==> config.mk <==
export PLATFORM = sky130hd
export DESIGN_NAME = sound_scheduler
export DESIGN_NICKNAME = d
export VERILOG_FILES = /design/src/rtl/sound_scheduler.sv
export SDC_FILE = /design/constraint.sdc
export NUM_CORES = 1
export LEC_CHECK = 0
export CAP_MARGIN = 20
export CORE_ASPECT_RATIO = 0.8
export CORE_MARGIN = 2
export CORE_UTILIZATION = 45
export CTS_BUF_LIST = sky130_fd_sc_hd__clkbuf_2 sky130_fd_sc_hd__clkbuf_4 sky130_fd_sc_hd__clkbuf_8
export DETAILED_ROUTE_END_ITERATION = 6
export GPL_ROUTABILITY_DRIVEN = 0
export GPL_TIMING_DRIVEN = 0
export PLACE_DENSITY_LB_ADDON = 0.15
export SLEW_MARGIN = 10
export SYNTH_ARGS = -nofsm -noshare
export SYNTH_HDL_FRONTEND = slang
export SYNTH_SLANG_ARGS = --single-unit
==> constraint.sdc <==
create_clock -name clk -period 4.23 [get_ports clk]
set_input_delay 1.0575 -clock clk [delete_from_list [all_inputs] [get_ports clk]]
set_output_delay 1.0575 -clock clk [all_outputs]
set_load 0.03 [all_outputs]
==> src/rtl/sound_scheduler.sv <==
// Tone sequencer: latches ping/pong/go/stop requests, plays them one at a time for DUR
// cycles, then mutes for GAP cycles. Stop preempts a playing tone; lost requests are counted.
module sound_scheduler #(
    parameter int unsigned DUR = 1250000,
    parameter int unsigned GAP = 250000
) (
    input  logic       clk,
    input  logic       clr,
    input  logic       sound_en,
    input  logic [3:0] req,
    output logic       mute,
    output logic [1:0] code_sound,
    output logic       busy,
    output logic [7:0] drop_cnt
);

    typedef enum logic [1:0] {
        S_IDLE,
        S_PLAY,
        S_GAP
    } state_t;

    localparam logic [23:0] DUR_M1 = 24'(DUR - 1);
    localparam logic [23:0] GAP_M1 = 24'(GAP - 1);

    state_t      state_q, state_d;
    logic [23:0] cnt_q, cnt_d;
    logic [3:0]  pending_q, pending_d;
    logic [1:0]  code_q, code_d;
    logic        mute_q, mute_d;
    logic        busy_q, busy_d;
    logic [7:0]  drop_q, drop_d;

    logic [1:0]  grant_idx;
    logic [3:0]  clear;
    logic [3:0]  dup;
    logic        preempt;
    logic [2:0]  n_drop;
    logic [8:0]  drop_sum;

    always_comb begin
        state_d   = state_q;
        cnt_d     = cnt_q;
        code_d    = code_q;
        mute_d    = mute_q;
        busy_d    = busy_q;
        clear     = '0;
        preempt   = 1'b0;
        grant_idx = 2'd0;
        n_drop    = '0;

        if (pending_q[3])      grant_idx = 2'd3;
        else if (pending_q[2]) grant_idx = 2'd2;
        else if (pending_q[1]) grant_idx = 2'd1;
        else                   grant_idx = 2'd0;

        case (state_q)
            S_IDLE: begin
                if (pending_q != '0) begin
                    code_d           = grant_idx;
                    mute_d           = 1'b0;
                    busy_d           = 1'b1;
                    cnt_d            = DUR_M1;
                    state_d          = S_PLAY;
                    clear[grant_idx] = 1'b1;
                end
            end
            S_PLAY: begin
                // Stop preemption is checked before expiry so it wins on the last play cycle.
                if (code_q != 2'd3 && pending_q[3]) begin
                    code_d   = 2'd3;
                    cnt_d    = DUR_M1;
                    clear[3] = 1'b1;
                    preempt  = 1'b1;
                end else if (cnt_q == '0) begin
                    mute_d  = 1'b1;
                    cnt_d   = GAP_M1;
                    state_d = S_GAP;
                end else begin
                    cnt_d = cnt_q - 24'd1;
                end
            end
            S_GAP: begin
                if (cnt_q == '0) begin
                    busy_d  = 1'b0;
                    state_d = S_IDLE;
                end else begin
                    cnt_d = cnt_q - 24'd1;
                end
            end
            default: begin
                state_d = S_IDLE;
            end
        endcase

        // A new request on a bit being granted this edge re-arms it rather than being lost.
        dup       = req & pending_q & ~clear;
        pending_d = (pending_q & ~clear) | req;

        n_drop = {2'b00, preempt};
        for (int unsigned i = 0; i < 4; i++) begin
            n_drop = n_drop + {2'b00, dup[i]};
        end
        drop_sum = {1'b0, drop_q} + {6'd0, n_drop};
        drop_d   = drop_sum[8] ? 8'hFF : drop_sum[7:0];

        if (!sound_en) begin
            state_d   = S_IDLE;
            mute_d    = 1'b1;
            busy_d    = 1'b0;
            pending_d = '0;
            cnt_d     = '0;
            code_d    = code_q;
            drop_d    = drop_q;
        end
    end

    always_ff @(posedge clk) begin
        if (clr) begin
            state_q   <= S_IDLE;
            cnt_q     <= '0;
            pending_q <= '0;
            code_q    <= '0;
            mute_q    <= 1'b1;
            busy_q    <= 1'b0;
            drop_q    <= '0;
        end else begin
            state_q   <= state_d;
            cnt_q     <= cnt_d;
            pending_q <= pending_d;
            code_q    <= code_d;
            mute_q    <= mute_d;
            busy_q    <= busy_d;
            drop_q    <= drop_d;
        end
    end

    assign mute       = mute_q;
    assign code_sound = code_q;
    assign busy       = busy_q;
    assign drop_cnt   = drop_q;

endmodule

**Yosys cells after proc, flatten, opt, wreduce, memory -nomap -nowiden**

Cells that the tools add are included.

- $add $sub $neg: 6
- $lt $le $gt $ge: 2
- Equal/unequal tests: 9
- Muxes and demuxes: 31
- Bitwise logic cells: 6
- Reductions and logical operators: 14

Operators by type and width:

| operator | number |
|---|---|
| $mux W24 | 4 |
| $pmux W24 S3 | 1 |
| $logic_not A24 Y1 | 1 |
| $sub A24 B1 Y24 const B | 1 |
| $mux W2 | 8 |
| $ne A2 B2 Y1 const B | 7 |
| $and A4 B4 Y4 | 3 |
| $reduce_and A4 Y1 | 3 |
| $add A8 B3 Y9 | 1 |
| $mux W1 | 9 |
| $mux W8 | 1 |
| $add A3 B1 Y3 | 2 |
| $pmux W1 S2 | 3 |
| $pmux W2 S3 | 1 |
| $reduce_and A3 Y1 | 2 |
| $mux W4 | 1 |
| $not A4 Y4 | 1 |
| $or A4 B4 Y4 | 1 |
| $pmux W2 S2 | 1 |
| $reduce_bool A2 Y1 | 2 |
| $reduce_bool A4 Y1 | 1 |
| $add A2 B1 Y3 | 1 |
| $lt A2 B3 Y1 const B | 1 |
| $mux W3 | 1 |
| other kinds (10) | 11 |

- Flip-flop bits (word level): 42
- Input port bits: 7

**Depth between registers and ports, before layout**

- Word-level depth: 17
- Depth in mapped cells: 14
- Mapped depth without buffers: 14

**Worst setup path after synthesis**

Ideal clock, no wire load.

- Path kind: register to register
- Start: register state_q[0]
- End: register drop_q[7], in the netlist drop_cnt[7]
- Setup time: 143 ps
- Data arrival time: 3722 ps
- Slack: 365 ps
- Cell stages (with the launch flop): 15
- Cells stage by stage: dfxtp_1 -> inv_1 -> ha_1 -> or4b_1 -> and3_1 -> fa_1 -> inv_1 -> fa_1 -> inv_1 -> ha_1 -> fa_1 -> a21o_1 -> nor2b_1 -> nor4_1 -> a211oi_1

- Cells in the longest elaborated chain, start to end: 10
- Elaborated cells on any way between the ends: 13
- Those cells by class: add/sub: 5; eq/ne: 1; mux: 4; bitwise: 2; reduce/logical: 1

RTL lines:

| element | line | RTL |
|---|---|---|
| start: declaration | 26 | `state_t state_q, state_d;` |
| start signal: assignment | 128 | `state_q <= state_d;` |
| $logic_not A2 Y1 | 57 | `case (state_q)` |
| $mux W3 | 57 |  |
| $not A4 Y4 | 97 | `dup = req & pending_q & ~clear;` |
| $and A4 B4 Y4 | 97 |  |
| $add A1 B1 Y2 | 102 | `n_drop = n_drop + {2'b00, dup[i]};` |
| $add A2 B1 Y3 | 102 |  |
| $add A3 B1 Y3 | 102 |  |
| $add A3 B1 Y3 (*) | 102 |  |
| $add A8 B3 Y9 (*) | 104 | `drop_sum = {1'b0, drop_q} + {6'd0, n_drop};` |
| $mux W8 (*) | 105 | `drop_d = drop_sum[8] ? 8'hFF : drop_sum[7:0];` |
| end signal: assignment | 134 | `drop_q <= drop_d;` |
| end: declaration | 32 | `logic [7:0] drop_q, drop_d;` |

Mark *: on every way between the ends. The rest lies on a longest branch, timed or not.
A chain may end at the register's enable or synchronous reset.

**Final worst setup path**

Ends and elaborated chain as after synthesis.

==> impl.org <==
** CTS
- Clk Tree Root Cell :: sky130_fd_sc_hd__clkbuf_8
- Clock latency on the worst-skew pair, taken at its later pin, is 310 ps.
- The clock passes through at most 2 buffers.
- TritonCTS sink count :: 42
- TritonCTS built the clock tree.
- Count of hold buffers inserted by post-cts repair :: 0
- Post CTS Setup Buffer Count :: 0
- Clock buffers created by TritonCTS :: 5
- Gates resized during post-CTS repair numbered 0.
- H-tree depth reported by CTS :: 2
- CTS clock-pin slew for the worst setup and hold paths :: 90 ps

** Global route
- For this run, global-route usage on met3 was measured as 0.0473.
- The initial antenna violation count was 0.
- Entering global routing, the biggest net connects 16 pins.
- In this run the most used layer during global routing was met1.
- In the global route stage, overall resource usage came out at 0.207.
- Global-route wire length before repair :: 10000 um
- Met1 usage in global routing :: 0.323
- For met2 alone, demand over resource in global routing was 0.283.
- The via count of the first global-routing pass is 2067.
- Summed over all layers, the global routing overflow is 0.

** Yosys
- Post-synthesis cell area :: 2450 um2
- The Yosys step of the flow raised 0 warnings.
- Mean post-synth cell area :: 8.19 um2
- Fraction of registers with async set/reset :: 0
- For this run, the register share of the synthesized area comes to 0.343.
- Synthesis inferred 42 register bits.
- Synthesized instance count :: 299
- Number of enable-type register cells in the synthesized netlist :: 0
- Library cells used by synthesis :: 55
- When the netlist entered floorplanning its net count stood at 317.
- In the synthesized netlist the dominant register cell turns out to be sky130_fd_sc_hd__dfxtp_1.

** Power and ir drop
- The worst-case IR drop observed on VDD is 0.156 mV.
- In this run the power density over the cells is 369 nW/um2.
- Summed over all cells, the static leakage comes to 1.08 nW.

** Drt
- Ratio of routed vias to standard cells :: 5.97
- Wires add up to 5920 um.
- Final routed wire length divided by cell count :: 15.3 um
- The detailed router finished its first iteration with 207 violations.
- Number of nets with antenna violations after routing :: 0
- The first detailed-routing pass took 6 iterations.
- Post-route DRC :: 0
- Via Count :: 2311

** Die
- From left edge to right edge, the die measures 86.5 um.
- Area enclosed by the die boundary :: 6050 um2
- Initial standard-cell utilization of the core :: 0.478
- Number of rows created at floorplan :: 23
- Measured along the y axis, the die boundary spans 70.0 um.
- Top-Level Pins :: 19
- Core outline area :: 5120 um2

** Setup path
- Reg2Reg Setup Slack :: 240 ps
- STA classifies the critical path startpoint as a register.
- Worst r2r path cells :: 14
- For the worst setup path, the data required time is 4410 ps.
- In this run the worst path has a maximum fanout of 7.
- The worst register-to-register path ends at drop_cnt[7].
- Reg2reg start :: state_q[0]
- Data arrives at the worst endpoint at 4160 ps.
- CP endpoint kind :: register
- In this run the worst setup path begins at state_q[0].
- Critical Setup Path Class :: register to register

** Cells and area
- Fill cells in the final layout number 498.
- Of the cells placed in the final design, the portion with a size suffix greater than 1 is 0.0985.
- Leaving out fill and tap cells, the most frequent cell in the layout is sky130_fd_sc_hd__dfxtp_1.
- Non-Filler Cell Area, Final :: 2820 um2
- Final core utilization :: 0.550
- Area used by multi-input combinational logic :: 1500 um2
- Compared with the post-synthesis result, the final layout area differs by 15.0%.
- Summing all flip-flop and latch instances after layout gives 841 um2.
- In the layout the commonest cells are 42 x sky130_fd_sc_hd__dfxtp_1, 34 x sky130_fd_sc_hd__a21oi_1, 25 x sky130_fd_sc_hd__nor2_1.
- Net total in the final layout :: 342
- Diode insertion count for antenna repair :: 0

** Min path
- Cells on Worst Hold Path :: 2
- The worst hold path terminates at cnt_q[22].
- The worst hold path belongs to the class register to register.
- The startpoint identified for the worst hold timing path is cnt_q[22].

** Run status
- The run finished with clean final reports.

** Timing
- The hold violation count in the final report is 0.
- Number of setup violations in the final report :: 0
- Summed negative setup slack over all endpoints :: 0 ps
- In this run the tightest slew margin relative to its limit is 0.575.
- Setup repair after global routing left no endpoint under its margin.
- Fmax achieved :: 0.251 GHz
- Final clock skew :: 4.99 ps
- For the pin with the worst max-slew slack, the measured transition is 631 ps.
- The routed design could run at a clock period as short as 3990 ps.
- Tcrit/Tclk final :: 0.942
- The max-slew violation total from the final report came to 0.

** Run
- Maximum capacitance violations :: 0

** Placement
- Summed over all nets, the half-perimeter wirelength after detailed placement is 4390 um.
- Cell area after placement :: 2710 um2
- During placement, the flow inserted port buffers numbering 18.
## registers in the layout, summed over array words and instances, names as in the netlist
| name | cells |
|---|---|
| state_q | 2 |
| drop_cnt | 8 |
| mute | 1 |
| pending_q | 4 |
| cnt_q | 24 |
| code_sound | 2 |
| busy | 1 |
## cell usage after synthesis, drive strengths merged, types with 3 or more instances
cell type / number / area (um2)
nor4: 12 / 87.6
dfxtp: 42 / 841
xnor2: 3 / 26.3
nand2b: 4 / 25.0
o21ai: 14 / 70.1
nor2b: 3 / 18.8
o31ai: 6 / 45.0
nor2: 25 / 93.8
a31oi: 10 / 62.6
or3: 8 / 50.1
a211oi: 5 / 37.5
nand2: 20 / 75.1
fa: 3 / 60.1
nor3: 13 / 75.1
inv: 13 / 48.8
ha: 8 / 100
or2: 4 / 25.0
or4: 8 / 60.1
a21oi: 34 / 170
buf: 8 / 53.8
nand3: 4 / 20.0
and3: 3 / 18.8
clkbuf: 7 / 26.3
nand4: 5 / 31.3
a21o: 6 / 45.0
## cell type report
cell class / count / area share
well taps: 62 / 0.0275
flip-flops and latches: 42 / 0.299
plain buffers: 15 / 0.0284
inverters: 13 / 0.0173
multi-input cells: 229 / 0.531
clock inverters: 3 / 0.00888
clock buffers: 5 / 0.0244
repair buffers: 18 / 0.0640
## per-layer routing
metal	vias up	wire length [um]
li1	1168	-
met2	80	2370
met4	0	70
met3	9	511
met5	-	0
met1	1054	2970
## how the worst max path moves through the flow
stage	slack (ps)	endpoint	depth (start not counted)
final	240	drop_cnt[7]	14
after global routing	30	drop_cnt[7]	14
after CTS	80	drop_cnt[7]	14
after detailed placement	-80	drop_cnt[7]	12
after global placement	-90	drop_cnt[7]	12
after floorplan	360	drop_cnt[7]	14
## per-stage QoR
step	std cells	worst slack [ps]	total power [mW]	hold slack, ps
3_5_place_dp	379	-83.0	0.762	471
5_1_grt	387	31.2	1.10	517
2_1_floorplan	299	365	0.678	453
6_report	387	244	1.04	491
4_1_cts	387	78.6	1.04	492
3_3_place_gp	379	-91.3	0.760	468
## report_power, final
part / switching [mW] / leakage, nW / internal, mW
clock network: 0.156 / 0.0447 / 0.119
registers: 0.0244 / 0.342 / 0.417
logic: 0.198 / 0.691 / 0.124
total: 0.378 / 1.08 / 0.660
## cell families (layout without fill, tap and decap cells)
| family | after synthesis | after routing | synth area share |
|---|---|---|---|
| AOI/OAI and AO/OA | 90 | 90 | 0.232 |
| xor gates and xnor gates | 3 | 3 | 0.0107 |
| adders and majority gates | 11 | 11 | 0.0654 |
| buffers and inverters | 28 | 54 | 0.0526 |
| DFF | 42 | 42 | 0.343 |
| muxes | 2 | 2 | 0.00818 |
| and+or+nand+nor | 123 | 123 | 0.288 |
## critical path: stages (launching register included)
cell                       delay, ps
sky130_fd_sc_hd__dfxtp_1         330
sky130_fd_sc_hd__inv_1           120
sky130_fd_sc_hd__ha_4            190
sky130_fd_sc_hd__or4b_4          510
sky130_fd_sc_hd__and3_1          220
sky130_fd_sc_hd__fa_1            490
sky130_fd_sc_hd__inv_1            50
sky130_fd_sc_hd__fa_1            520
sky130_fd_sc_hd__inv_1            40
sky130_fd_sc_hd__ha_1            230
sky130_fd_sc_hd__fa_1            410
sky130_fd_sc_hd__a21o_1          220
sky130_fd_sc_hd__nor2b_1         150
sky130_fd_sc_hd__nor4_1          260
sky130_fd_sc_hd__a211oi_1        110
No activity file was read; power rests on OpenSTA's default activity.
